<file path="src/rtl/bread_pkg.sv">
// Shared types and helpers for the programmable bread machine controller:
// phase encodings, duration-to-cycle conversion and default durations.
package bread_pkg;

   // Phase encoding shown on the front panel; values are fixed.
   typedef enum logic [2:0] {
      ST_IDLE  = 3'd0,
      ST_KNEAD = 3'd1,
      ST_RISE  = 3'd2,
      ST_BAKE  = 3'd3,
      ST_RING  = 3'd4,
      ST_WARM  = 3'd5
   } state_e;

   localparam int PHASE_W = 3;

   // Default programme, in seconds, and default clock rate in Hz.
   localparam int unsigned DEF_FREQ         = 1;
   localparam int unsigned DEF_KNEAD_S      = 900;
   localparam int unsigned DEF_RISE_S       = 7200;
   localparam int unsigned DEF_RISE_RAPID_S = 3600;
   localparam int unsigned DEF_BAKE_S       = 1500;
   localparam int unsigned DEF_BELL_S       = 10;
   localparam int unsigned DEF_WARM_S       = 1800;
   localparam int          DEF_TIMER_W      = 16;

   // Cycle counts for the default programme at the default clock rate.
   localparam longint unsigned DEF_KNEAD_CYC = 64'(DEF_KNEAD_S) * 64'(DEF_FREQ);
   localparam longint unsigned DEF_BAKE_CYC  = 64'(DEF_BAKE_S) * 64'(DEF_FREQ);

   // Converts a duration in seconds into clock cycles, in 64-bit arithmetic
   // so that the range check below sees the true product.
   function automatic longint unsigned dur_cycles(input longint unsigned secs,
                                                  input longint unsigned freq);
      return secs * freq;
   endfunction

   // A phase of D cycles loads D-1, so D may be at most 2**w and never 0.
   function automatic bit dur_ok(input longint unsigned cycles, input int unsigned w);
      return (cycles != 64'd0) && (cycles <= (64'd1 << w));
   endfunction

   // Phases in which the pause button is honoured.
   function automatic logic is_pausable(input state_e s);
      return (s == ST_KNEAD) || (s == ST_RISE) || (s == ST_BAKE);
   endfunction

endpackage

</file>
<file path="src/rtl/bread_timer.sv">
// Loadable down-counter for phase timing. Load wins over hold; the count
// stops at zero rather than wrapping.
module bread_timer #(
   parameter int TIMER_W = 16
) (
   input  logic               clk,
   input  logic               rst,
   input  logic               load_i,
   input  logic [TIMER_W-1:0] load_value_i,
   input  logic               hold_i,
   output logic [TIMER_W-1:0] count_o,
   output logic               elapsed_o
);

   logic [TIMER_W-1:0] count_q;
   logic [TIMER_W-1:0] count_d;

   // Next count: load, else decrement when running and non-zero, else hold.
   always_comb begin
      count_d = count_q;
      if (load_i) begin
         count_d = load_value_i;
      end else if (!hold_i && (count_q != '0)) begin
         count_d = count_q - TIMER_W'(1);
      end
   end

   // Count register, cleared by the asynchronous active-low reset.
   always_ff @(posedge clk or negedge rst) begin
      if (!rst) begin
         count_q <= '0;
      end else begin
         count_q <= count_d;
      end
   end

   // Expiry flag and count are plain decodes of the register.
   always_comb begin
      count_o   = count_q;
      elapsed_o = (count_q == '0);
   end

endmodule

</file>
<file path="src/rtl/bread_machine_prog.sv">
// Programmable bread machine controller: knead, rise, bake, bell and an
// optional keep-warm phase, with rapid rise, pause/resume and cancel.
// All outputs are decoded from registered state; no input reaches an
// output combinationally.
module bread_machine_prog
   import bread_pkg::*;
#(
   parameter int unsigned FREQ         = DEF_FREQ,
   parameter int unsigned KNEAD_S      = DEF_KNEAD_S,
   parameter int unsigned RISE_S       = DEF_RISE_S,
   parameter int unsigned RISE_RAPID_S = DEF_RISE_RAPID_S,
   parameter int unsigned BAKE_S       = DEF_BAKE_S,
   parameter int unsigned BELL_S       = DEF_BELL_S,
   parameter int unsigned WARM_S       = DEF_WARM_S,
   parameter int          TIMER_W      = DEF_TIMER_W
) (
   input  logic               clk,
   input  logic               rst,
   input  logic               start_button,
   input  logic               pause_button,
   input  logic               cancel_button,
   input  logic               rapid_mode,
   input  logic               keep_warm,
   output logic               bell,
   output logic               heating_element,
   output logic               paddle_motor,
   output logic               paused,
   output logic [2:0]         phase,
   output logic [TIMER_W-1:0] remaining
);

   // Phase lengths in clock cycles.
   localparam longint unsigned KNEAD_C = dur_cycles(64'(KNEAD_S), 64'(FREQ));
   localparam longint unsigned RISE_C  = dur_cycles(64'(RISE_S), 64'(FREQ));
   localparam longint unsigned RAPID_C = dur_cycles(64'(RISE_RAPID_S), 64'(FREQ));
   localparam longint unsigned BAKE_C  = dur_cycles(64'(BAKE_S), 64'(FREQ));
   localparam longint unsigned BELL_C  = dur_cycles(64'(BELL_S), 64'(FREQ));
   localparam longint unsigned WARM_C  = dur_cycles(64'(WARM_S), 64'(FREQ));

   localparam bit DUR_OK = dur_ok(KNEAD_C, TIMER_W) && dur_ok(RISE_C, TIMER_W) &&
                           dur_ok(RAPID_C, TIMER_W) && dur_ok(BAKE_C, TIMER_W) &&
                           dur_ok(BELL_C, TIMER_W)  && dur_ok(WARM_C, TIMER_W);

   // A phase of D cycles counts D-1 down to 0.
   localparam logic [TIMER_W-1:0] KNEAD_LD = TIMER_W'(KNEAD_C - 64'd1);
   localparam logic [TIMER_W-1:0] RISE_LD  = TIMER_W'(RISE_C - 64'd1);
   localparam logic [TIMER_W-1:0] RAPID_LD = TIMER_W'(RAPID_C - 64'd1);
   localparam logic [TIMER_W-1:0] BAKE_LD  = TIMER_W'(BAKE_C - 64'd1);
   localparam logic [TIMER_W-1:0] BELL_LD  = TIMER_W'(BELL_C - 64'd1);
   localparam logic [TIMER_W-1:0] WARM_LD  = TIMER_W'(WARM_C - 64'd1);

   // Refuse to build with a zero-length phase or one the timer cannot hold.
   if (!DUR_OK) begin : g_bad_duration
      $error("bread_machine_prog: a phase duration times FREQ is 0 or exceeds 2**TIMER_W");
   end

   state_e             state_q, state_d;
   logic               paused_q, paused_d;
   logic               rapid_q, rapid_d;
   logic               warm_q, warm_d;
   logic               pause_prev_q, pause_prev_d;
   logic               pause_edge;

   logic               tmr_load;
   logic [TIMER_W-1:0] tmr_load_val;
   logic               tmr_hold;
   logic [TIMER_W-1:0] tmr_count;
   logic               tmr_elapsed;

   bread_timer #(
      .TIMER_W (TIMER_W)
   ) u_timer (
      .clk          (clk),
      .rst          (rst),
      .load_i       (tmr_load),
      .load_value_i (tmr_load_val),
      .hold_i       (tmr_hold),
      .count_o      (tmr_count),
      .elapsed_o    (tmr_elapsed)
   );

   assign pause_prev_d = pause_button;
   assign pause_edge   = pause_button & ~pause_prev_q;

   // State, pause flag, latched mode bits and pause edge history.
   always_ff @(posedge clk or negedge rst) begin
      if (!rst) begin
         state_q      <= ST_IDLE;
         paused_q     <= 1'b0;
         rapid_q      <= 1'b0;
         warm_q       <= 1'b0;
         pause_prev_q <= 1'b0;
      end else begin
         state_q      <= state_d;
         paused_q     <= paused_d;
         rapid_q      <= rapid_d;
         warm_q       <= warm_d;
         pause_prev_q <= pause_prev_d;
      end
   end

   // Next state and timer control. Priority: cancel, then pause toggle,
   // then timer expiry. The toggle cycle itself freezes the timer, so a
   // pause landing on the last cycle of a phase suppresses the transition.
   always_comb begin
      state_d      = state_q;
      paused_d     = paused_q;
      rapid_d      = rapid_q;
      warm_d       = warm_q;
      tmr_load     = 1'b0;
      tmr_load_val = '0;
      tmr_hold     = paused_q;

      if (state_q == ST_IDLE) begin
         tmr_hold = 1'b1;
         paused_d = 1'b0;
         if (start_button) begin
            rapid_d      = rapid_mode;
            warm_d       = keep_warm;
            state_d      = ST_KNEAD;
            tmr_load     = 1'b1;
            tmr_load_val = KNEAD_LD;
         end
      end else if (cancel_button) begin
         state_d      = ST_IDLE;
         paused_d     = 1'b0;
         tmr_load     = 1'b1;
         tmr_load_val = '0;
      end else if (pause_edge && is_pausable(state_q)) begin
         paused_d = ~paused_q;
         tmr_hold = 1'b1;
      end else if (!paused_q && tmr_elapsed) begin
         tmr_load = 1'b1;
         case (state_q)
            ST_KNEAD: begin
               state_d      = ST_RISE;
               tmr_load_val = rapid_q ? RAPID_LD : RISE_LD;
            end
            ST_RISE: begin
               state_d      = ST_BAKE;
               tmr_load_val = BAKE_LD;
            end
            ST_BAKE: begin
               state_d      = ST_RING;
               paused_d     = 1'b0;
               tmr_load_val = BELL_LD;
            end
            ST_RING: begin
               if (warm_q) begin
                  state_d      = ST_WARM;
                  tmr_load_val = WARM_LD;
               end else begin
                  state_d      = ST_IDLE;
                  paused_d     = 1'b0;
                  tmr_load_val = '0;
               end
            end
            ST_WARM: begin
               state_d      = ST_IDLE;
               paused_d     = 1'b0;
               tmr_load_val = '0;
            end
            default: begin
               state_d      = ST_IDLE;
               paused_d     = 1'b0;
               tmr_load_val = '0;
            end
         endcase
      end
   end

   // Moore output decode; heater and paddle drop out while paused.
   always_comb begin
      bell            = 1'b0;
      heating_element = 1'b0;
      paddle_motor    = 1'b0;
      paused          = paused_q;
      phase           = state_q;
      remaining       = tmr_count;
      case (state_q)
         ST_KNEAD: paddle_motor    = ~paused_q;
         ST_RISE:  heating_element = ~paused_q;
         ST_BAKE:  heating_element = ~paused_q;
         ST_WARM:  heating_element = ~paused_q;
         ST_RING:  bell            = 1'b1;
         default:  ;
      endcase
   end

endmodule

</file>
<file path="config.mk">
export PLATFORM = sky130hd
export DESIGN_NAME = bread_machine_prog
export DESIGN_NICKNAME = d
export VERILOG_FILES = /design/src/rtl/bread_pkg.sv /design/src/rtl/bread_timer.sv /design/src/rtl/bread_machine_prog.sv
export SDC_FILE = /design/constraint.sdc
export NUM_CORES = 1
export LEC_CHECK = 0
export BUFFER_PORTS_ARGS = -buffer_cell sky130_fd_sc_hd__buf_2
export CORE_MARGIN = 10
export CORE_UTILIZATION = 50
export CTS_CLUSTER_SIZE = 16
export DETAILED_ROUTE_END_ITERATION = 10
export PLACE_DENSITY = 0.85
export SETUP_SLACK_MARGIN = 0.1
export SLEW_MARGIN = 20
export SYNTH_ARGS = -nofsm -noshare
export SYNTH_HDL_FRONTEND = slang
export SYNTH_SLANG_ARGS = --single-unit
</file>
<file path="constraint.sdc">
create_clock -name clk -period 5.75 [get_ports clk]
set_input_delay 0.8625 -clock clk [delete_from_list [all_inputs] [get_ports clk]]
set_output_delay 0.8625 -clock clk [all_outputs]
set_load 0.01 [all_outputs]
</file>
==> metrics, run 1 <==
number of slew-limit violations in the final report=0; Clock Sinks=23; WL final=3.810 mm; Reg clk slew, reported paths=0.13 ns; Floorplan Core Area=3028 µm²; Clock H-tree levels=1; row count=20; CTS tree=done; number of antenna repair diodes=0; area share of the largest cell type after synthesis=36.92%; synthesized net count=189; share of the clock period used by the worst path after layout=47.46%; Power Dens Cells=517.1 nW/µm²; number of nets in the finished design=213; Worst Setup End Kind=flop; Critical Setup Path Class=flop to flop; cts-stage hold buffer count=0; number of vias after detailed routing=1,476; first-pass GRT wire length=6.492 mm; CP Depth=5; data required time of the critical path=6.00 ns; post-layout power=0.8961 mW; post-synthesis async set-or-reset flop share=100.0%; critical path fanouts, max=22; final RePlAce weighted congestion=0.9123; Final min period=2.729 ns; Max Clk Rate=0.3665 GHz; worst voltage drop across the vdd grid=0.2934 mV; vertical die dimension=75.84 µm; crit-path max cell delay=0.81 ns; number of hold violations in the final report=0; Critical Path Slowest Stage Cell=sky130_fd_sc_hd__dfrtp_1; r2r startpoint=phase[2]; slew margin rel.=48.22%; Avg Inst Size Synth=8.661 µm²; number of synthesized register bits=23; starting density of the core=51.49%; sum of negative setup slack=0 ns; sequential-to-total area share from yosys stat=36.92%; cell type with the highest aggregate area in the netlist=sky130_fd_sc_hd__dfrtp_1; Post-synth EDFFs=0; flip-flop cell with the highest count after synthesis=sky130_fd_sc_hd__dfrtp_1; critical path cell sequence=nor3_1 > nor3_1 > nand4_1 > or4_1 > a21oi_1; category of cells accounting for the largest share of critical-path delay=simple AND/OR/NAND/NOR gates; clock insertion delay at the later pin of the skew report=0.32 ns; fraction of layout instances using a drive strength above 1=21.67%; clock tree buffer depth=2; commonest cells in the netlist=23 x sky130_fd_sc_hd__dfrtp_1, 16 x sky130_fd_sc_hd__nor2_1, 15 x sky130_fd_sc_hd__nand2_1; vias in the first global route=1,419; Arr. time, crit path=2.98 ns; most numerous cell in the Yosys netlist=sky130_fd_sc_hd__dfrtp_1; Port Buffer Count=29; cell type with the highest occurrence count on the critical path=sky130_fd_sc_hd__nor3_1; Crit. Startpoint=phase[2]; cells resized by post-CTS repair=0; number of buffers inserted by post-CTS setup repair=0; mapped cell area=1559 µm²; Tightest Hold Check Type=primary input to asynchronous set/reset pin; synth-to-layout area growth=11.16%; Leakage Power=0.7599 nW; maximum number of pins on one net before global-route repair=24; CP Launch Type=flop; outcome=finished, final reports clean; first-iteration detailed-routing DRC count=101; Final setup violation count=0; io pins=30; routed len/inst=15.43 µm; die area=5752 µm²; number of antenna violations at the first check in global routing=0; Gate Count Post-Synth=180; Slew @ Worst Pin=0.7658 ns; RSZ-0062 raised after global routing=no; number of warnings issued by yosys=0; DRC violation count after routing=0; global-route total usage across every layer=14.02%; most area-consuming cells after synthesis=sky130_fd_sc_hd__dfrtp_1 37%, sky130_fd_sc_hd__a21oi_1 4.5%, sky130_fd_sc_hd__nor2_1 3.9%, sky130_fd_sc_hd__nand2_1 3.6%, sky130_fd_sc_hd__xor2_1 3.4%; cell count of the worst reg-to-reg path=5; dpl hpwl=2.876 mm; total iterations of the first detailed-routing run=4; clk root buf=sky130_fd_sc_hd__clkbuf_4; worst path buffer plus inverter count=0; final setup skew=0.003798 ns; remaining global-route overflow=0; max-cap viol count=0; distinct cell type count of the synthesized netlist=52; width of the die=75.84 µm; per-cell via count in the routed design=5.976; TritonCTS buffer count=3; number of nets with antenna violations after detailed routing=0
-- flip-flops by register name (all words and copies together) (netlist names) --
name	count
phase	3
warm_q	1
pause_prev_q	1
paused	1
u_timer.count_o	16
rapid_q	1
-- report_power, final --
| part | switching [mW] | internal, mW | leakage (nW) |
|---|---|---|---|
| sequential | 0.0828 | 0.215 | 0.300 |
| clock | 0.0520 | 0.0260 | 0.0177 |
| combinational | 0.309 | 0.212 | 0.442 |
-- cell usage in the layout, fill, tap and decap left out, types with 5 or more instances in the layout --
cell / n
sky130_fd_sc_hd__buf_2: 29
sky130_fd_sc_hd__dfrtp_1: 23
sky130_fd_sc_hd__nor2_1: 16
sky130_fd_sc_hd__nand2_1: 15
sky130_fd_sc_hd__a21oi_1: 14
sky130_fd_sc_hd__o21ai_1: 9
sky130_fd_sc_hd__nor3_1: 7
sky130_fd_sc_hd__nand3_1: 6
sky130_fd_sc_hd__xor2_1: 6
sky130_fd_sc_hd__inv_1: 5
sky130_fd_sc_hd__o22ai_1: 5
sky130_fd_sc_hd__nand4_1: 5
-- worst paths after layout --
| check | end | slack [ns] |
|---|---|---|
| max | u_timer.count_o[13] | 3.02 |
| min | u_timer.count_o[10] | 0.49 |
| max reg2reg | u_timer.count_o[13] | 3.02 |
| min reg2reg | warm_q | 0.56 |
| max in group asynchronous | pause_prev_q | 4.93 |
| min in group clk | warm_q | 0.56 |
-- metal layers --
| metal | wire length [µm] | GRT usage (%) |
|---|---|---|
| met5 | 0 | 0 |
| met4 | 21 | 3.505 |
| met3 | 268 | 2.474 |
| met2 | 1847 | 22.74 |
| met1 | 1673 | 18.74 |
-- stage by stage --
stage / worst slack, ns / cell area [µm²] / instances / utilization [%] / hold WS [ns]
3_5_place_dp: 2.950 / 1705 / 243 / 56.32 / 0.5311
6_report: 3.021 / 1733 / 247 / 57.23 / 0.4864
4_1_cts: 3.109 / 1733 / 247 / 57.23 / 0.5032
3_3_place_gp: 2.999 / 1705 / 243 / 56.32 / 0.5312
2_1_floorplan: 3.404 / 1559 / 180 / - / 0.4865
5_1_grt: 2.777 / 1733 / 247 / 57.23 / 0.5213
-- logic make-up (layout without fill, tap and decap cells) --
family	after synthesis	in the layout	share of synthesized area, %
AOI/OAI and AO/OA	48	48	19.10
xor gates and xnor gates	7	7	3.933
adders and majority gates	2	2	1.605
buffers and inverters	15	38	4.655
DFF	23	23	36.92
muxes	3	3	2.087
and+or+nand+nor	82	82	31.70
-- layout make-up --
type	instances	area, µm²
clock inverter	1	5.005
inverter	5	18.77
clock buffer	3	22.52
tap	44	55.05
multi-input combinational	142	910.9
timing repair buffer	29	145.1
sequential	23	575.6
fill	276	1295
Note: power is estimated with default switching activity, not from simulation.
==> inputs of run 2 (changes only) <==
--- a/config.mk
+++ b/config.mk
@@ -7,10 +7,10 @@
 export LEC_CHECK = 0
 export BUFFER_PORTS_ARGS = -buffer_cell sky130_fd_sc_hd__buf_2
 export CORE_MARGIN = 10
-export CORE_UTILIZATION = 50
+export CORE_UTILIZATION = 49
 export CTS_CLUSTER_SIZE = 16
 export DETAILED_ROUTE_END_ITERATION = 10
-export PLACE_DENSITY = 0.85
+export PLACE_DENSITY = 0.87
 export SETUP_SLACK_MARGIN = 0.1
 export SLEW_MARGIN = 20
 export SYNTH_ARGS = -nofsm -noshare
==> constraint.sdc (replaced) <==
create_clock -name clk -period 2.3 [get_ports clk]
set_input_delay 0.345 -clock clk [delete_from_list [all_inputs] [get_ports clk]]
set_output_delay 0.345 -clock clk [all_outputs]
set_load 0.01 [all_outputs]
==> run 2 against run 1 <==
  * The run now ends with hold timing left
  * First-iteration DRC count increased by 140%
  * Sequential power increased by 120%
  * Sequential share of layout area decreased by 5.8 points
  * Flip-flop and latch count unchanged
  * Via count increased by 18%
  * Hold slack got worse by 0.53 ns
  * Cell count increased by 15%
  * Clock skew increased by 0.0049 ns
  * Design area increased by 21%
  * Non-clock buffer count increased by 37
==> metrics, run 2 (synthesis results as in run 1) <==
outcome=complete, but fails checks; failing checks=hold timing; minimum setup slack after placement=-0.05677 ns; clk root buf=sky130_fd_sc_hd__clkbuf_4; io pins=30; Power Dens Cells=1412 nW/µm²; clock insertion delay at the later pin of the skew report=0.33 ns; Reg clk slew, reported paths=0.14 ns; synth-to-layout area growth=34.67%; CTS tree=done; Clock H-tree levels=1; starting density of the core=51.07%; FF-to-FF End=u_timer.count_o[1]; dpl hpwl=3.431 mm; setup slack, reg-to-reg=0.02 ns; Final min period=2.280 ns; max-cap viol count=0; final setup skew=0.008660 ns; data required time of the critical path=2.55 ns; worst voltage drop across the vdd grid=0.6119 mV; remaining global-route overflow=0; final worst setup slack=0.02042 ns; vertical die dimension=76.41 µm; Cell Count, Final, Fillers Out=285; number of antenna repair diodes=0; row count=20; multi-input combinational cell area=984.7 µm²; Port Buffer Count=29; number of vias after detailed routing=1,742; first-pass GRT wire length=8.038 mm; first-iteration detailed-routing DRC count=241; CP Launch Type=flop; routed len/inst=17.58 µm; critical path fanouts, max=5; WL final=5.009 mm; commonest cells after routing, fill and taps aside=35 x sky130_fd_sc_hd__buf_4, 29 x sky130_fd_sc_hd__buf_2, 23 x sky130_fd_sc_hd__dfrtp_1, 16 x sky130_fd_sc_hd__nor2_1; Clock Sinks=23; per-cell via count in the routed design=6.112; Worst Setup End Kind=flop; number of nets with antenna violations after detailed routing=0; number of hold violations in the final report=23; Tightest Hold Check Type=primary input to asynchronous set/reset pin; cell count of the worst reg-to-reg path=7; footprint of the flip-flops and latches=575.6 µm²; final RePlAce weighted congestion=0.8915; number of slew-limit violations in the final report=0; global-route total usage across every layer=16.17%; post-layout power=2.964 mW; number of inserted filler cells in the final layout=246; number of nets in the finished design=251; number of antenna violations at the first check in global routing=0; placed cells=269; Slew @ Worst Pin=0.6879 ns; share of the clock period used by the worst path after layout=99.11%; Critical Setup Path Class=flop to flop; Leakage Power=0.9622 nW; slew margin rel.=53.79%; Final setup violation count=0; Max Clk Rate=0.4387 GHz; Arr. time, crit path=2.53 ns; clock tree buffer depth=2; DRC violation count after routing=0; RSZ-0062 raised after global routing=yes; TritonCTS buffer count=3; Floorplan Core Area=3053 µm²; r2r startpoint=u_timer.count_o[0]; maximum number of pins on one net before global-route repair=24; most common library cell in the layout ignoring fill and taps=sky130_fd_sc_hd__buf_4; total iterations of the first detailed-routing run=5; fraction of layout instances using a drive strength above 1=39.42%; width of the die=76.41 µm; vias in the first global route=1,676; die area=5838 µm²; number of flip-flops in the largest register=16; hold_ws=-0.04031 ns
run 2: cell count changes in the layout (fill, tap and decap cells not counted), sizes merged:
cell,delta
clkinv,-1
or4,+1
clkbuf,+1
buf,+37
run 2: timing repair:
action | in CTS | in global routing
hold buffers | 0 | 0
cloned | 1 | 0
pin swaps | 6 | 14
gates resized for setup | 3 | 9
endpoints found under the setup margin | 15 | 18
setup buffers | 7 | 4
run 2: how the worst max path moves through the flow:
stage	from	end	slack (ns)	cells past startpoint
after floorplan	u_timer.count_o[0]	u_timer.count_o[1]	0.06	8
after global placement	u_timer.count_o[0]	u_timer.count_o[1]	0.05	7
after detailed placement	u_timer.count_o[1]	u_timer.count_o[1]	-0.06	7
after CTS	u_timer.count_o[1]	u_timer.count_o[1]	-0.03	7
after global routing	u_timer.count_o[1]	u_timer.count_o[15]	-0.04	8
final	u_timer.count_o[0]	u_timer.count_o[1]	0.02	7
run 2: final cells by class:
class / count / share of cell area, %
clock buffers: 4 / 1.251
flip-flops and latches: 23 / 27.41
well taps: 44 / 2.622
inverters: 5 / 0.8939
repair buffers: 66 / 20.92
multi-input cells: 143 / 46.90
run 2: report_power, final:
part           internal, mW  switching, mW  total [mW]  leakage (nW)
logic                 0.959           1.13        2.09         0.647
registers             0.538          0.129       0.667         0.300
clock network        0.0682          0.139       0.207        0.0150
total                  1.57           1.40        2.96         0.962
run 2: worst max-delay path: stages (launching register included):
cell	delay, ns
sky130_fd_sc_hd__dfrtp_1	0.42
sky130_fd_sc_hd__inv_2	0.06
sky130_fd_sc_hd__ha_1	0.13
sky130_fd_sc_hd__or4b_4	0.48
sky130_fd_sc_hd__or4_4	0.51
sky130_fd_sc_hd__nand2_4	0.10
sky130_fd_sc_hd__mux2_4	0.30
sky130_fd_sc_hd__o211ai_1	0.20
run 2: metrics by stage:
step	instance area [µm²]	setup TNS, ns	util [%]	hold WS [ns]
6_report	2100	0	68.77	-0.04031
5_1_grt	2100	-0.1158	68.77	0.01138
4_1_cts	2037	-0.03048	66.72	0.001440
3_5_place_dp	1936	-0.06275	63.40	0.3520
3_3_place_gp	1936	0	63.40	0.3499
2_1_floorplan	1582	0	-	0.04941
run 2: routing by layer:
metal,up-vias,track usage [%],share of wire (%)
li1,793,-,-
met1,827,19.82,41
met2,106,26.36,49
met3,16,3.302,7.7
met4,0,7.621,2.6
met5,-,0,0
==> inputs of run 3 (changes only) <==
--- a/config.mk
+++ b/config.mk
@@ -6,6 +6,7 @@
 export NUM_CORES = 1
 export LEC_CHECK = 0
 export BUFFER_PORTS_ARGS = -buffer_cell sky130_fd_sc_hd__buf_2
+export CORE_ASPECT_RATIO = 0.9
 export CORE_MARGIN = 10
 export CORE_UTILIZATION = 49
 export CTS_CLUSTER_SIZE = 16
==> run 3 against run 2 <==
  * The run ends with setup timing left
  * Sequential power down 0.6%
  * Cell count decreased by 1.1%
  * Sequential share of layout area is essentially flat
  * Flip-flop and latch count did not move
  * First-iteration DRC count down 26%
  * Hold slack improved by 0.20 ns
  * Routed wire length is 2.8% lower
  * Critical endpoint is now u_timer.count_o[0]
  * Count of clock-buffer cells in the layout decreased by 1
  * Worst setup slack got worse by 0.046 ns
  * Global-route usage fell by 1.1 points
==> metrics, run 3 (synthesis results as in run 1) <==
number of hold violations in the final report=0; remaining global-route overflow=0; Clock Sinks=23; Final setup violation count=1; synth-to-layout area growth=34.51%; Reg clk slew, reported paths=0.13 ns; number of slew-limit violations in the final report=0; critical path fanouts, max=3; critical path cell sequence=inv_2 > ha_4 > or4b_4 > nor4_4 > buf_4 > nand3_1 > a21oi_1 > o22ai_1; TritonCTS buffer count=3; Port Buffer Count=29; most common library cell in the layout ignoring fill and taps=sky130_fd_sc_hd__buf_4; row count=19; hold_ws=0.1570 ns; final core area utilization=68.91%; number of antenna repair diodes=0; vertical die dimension=73.51 µm; vias in the first global route=1,521; failing checks=setup timing; CP Launch Type=flop; number of antenna violations at the first check in global routing=0; io pins=30; clk root buf=sky130_fd_sc_hd__clkbuf_4; Tightest Hold Check Type=primary input to flop; worst path buffer plus inverter count=2; number of vias after detailed routing=1,713; Clock H-tree levels=1; setup slack, reg-to-reg=-0.03 ns; final setup skew=0.006386 ns; number of nets in the finished design=250; Critical Path Slowest Stage Cell=sky130_fd_sc_hd__or4b_4; category of cells accounting for the largest share of critical-path delay=simple AND/OR/NAND/NOR gates; RSZ-0062 raised after global routing=yes; die area=5841 µm²; final RePlAce weighted congestion=0.8868; outcome=complete, but fails checks; number of nets with antenna violations after detailed routing=0; clock insertion delay at the later pin of the skew report=0.32 ns; Slew @ Worst Pin=0.5307 ns; slew margin rel.=64.12%; commonest cells after routing, fill and taps aside=33 x sky130_fd_sc_hd__buf_4, 29 x sky130_fd_sc_hd__buf_2, 23 x sky130_fd_sc_hd__dfrtp_1, 16 x sky130_fd_sc_hd__nor2_1, 13 x sky130_fd_sc_hd__nand2_1; number of flip-flops in the largest register=16; routed len/inst=17.26 µm; cell count of the worst reg-to-reg path=8; WL final=4.867 mm; hold wc startpoint=pause_button; Critical Setup Path Class=flop to flop; maximum number of pins on one net before global-route repair=24; Cell Count, Final, Fillers Out=282; FF-to-FF End=u_timer.count_o[0]; share of the clock period used by the worst path after layout=101.1%; total iterations of the first detailed-routing run=4; Worst Setup End Kind=flop; data required time of the critical path=2.51 ns; max-cap viol count=0; sum of negative setup slack=-0.02597 ns; endpoint of the worst hold-timing path=pause_prev_q; starting density of the core=51.23%; CTS tree=done; per-cell via count in the routed design=6.074; placed cells=266; Floorplan Core Area=3043 µm²; first-pass GRT wire length=7.251 mm; Final min period=2.326 ns; worst voltage drop across the vdd grid=0.8282 mV; Max Clk Rate=0.4299 GHz; crit-path max cell delay=0.48 ns; r2r startpoint=u_timer.count_o[1]; Hold Path Depth=1; global-route total usage across every layer=15.11%; Arr. time, crit path=2.53 ns; dpl hpwl=3.311 mm; Power Dens Cells=1381 nW/µm²; clock tree buffer depth=2; fraction of layout instances using a drive strength above 1=40.00%; final worst setup slack=-0.02597 ns; first-iteration detailed-routing DRC count=179; width of the die=79.46 µm; DRC violation count after routing=0; Leakage Power=0.9565 nW
-- run 3: final cells by class --
cell class	count	area, µm²
inverter	5	18.77
multi-input combinational	142	985.9
clock inverter	1	5.005
clock buffer	3	22.52
timing repair buffer	66	436.7
sequential	23	575.6
fill	247	945.9
tap	42	52.55
-- run 3: routing by layer --
layer / routed length (µm) / part of all wire, % / vias up / track usage [%]
li1: - / - / 788 / -
met4: 59 / 1.2 / 0 / 3.181
met1: 2093 / 43 / 836 / 20.39
met3: 438 / 9.0 / 8 / 4.146
met5: 0 / 0 / - / 0
met2: 2276 / 47 / 81 / 23.43
-- run 3: how the worst max path moves through the flow --
stage / depth (start not counted) / endpoint / slack (ns) / start
final: 8 / u_timer.count_o[0] / -0.03 / u_timer.count_o[1]
after floorplan: 8 / u_timer.count_o[1] / 0.06 / u_timer.count_o[0]
after detailed placement: 7 / u_timer.count_o[1] / -0.02 / u_timer.count_o[1]
after global routing: 8 / u_timer.count_o[0] / -0.08 / u_timer.count_o[1]
after CTS: 8 / u_timer.count_o[9] / -0.03 / u_timer.count_o[1]
after global placement: 7 / u_timer.count_o[1] / 0.05 / u_timer.count_o[0]
-- run 3: worst reg2reg max path, cell delays in order, from the launching register on --
cell	delay, ns
sky130_fd_sc_hd__dfrtp_1	0.41
sky130_fd_sc_hd__inv_2	0.08
sky130_fd_sc_hd__ha_4	0.12
sky130_fd_sc_hd__or4b_4	0.48
sky130_fd_sc_hd__nor4_4	0.40
sky130_fd_sc_hd__buf_4	0.20
sky130_fd_sc_hd__nand3_1	0.11
sky130_fd_sc_hd__a21oi_1	0.29
sky130_fd_sc_hd__o22ai_1	0.13
-- run 3: where the power goes --
group	switching, mW	internal (mW)
Clock	0.125	0.0651
Sequential	0.125	0.538
Combinational	1.10	0.942
-- run 3: metrics by stage --
step / worst slack, ns / power, mW / area (µm²)
6_report: -0.02597 / 2.896 / 2097
5_1_grt: -0.07575 / 3.088 / 2097
4_1_cts: -0.02905 / 2.754 / 2024
3_5_place_dp: -0.02219 / 2.461 / 1913
3_3_place_gp: 0.05248 / 2.419 / 1913
2_1_floorplan: 0.05698 / 1.751 / 1582
-- run 3: repair_timing --
action                                 in CTS  in global routing
pin swaps                                   9                  8
hold buffers                                1                  0
endpoints found under the hold margin      23                  0
gates cloned                                0                  1
setup endpoints to repair                  18                 18
gates resized for setup                     7                 12
buffers inserted                            7                  3
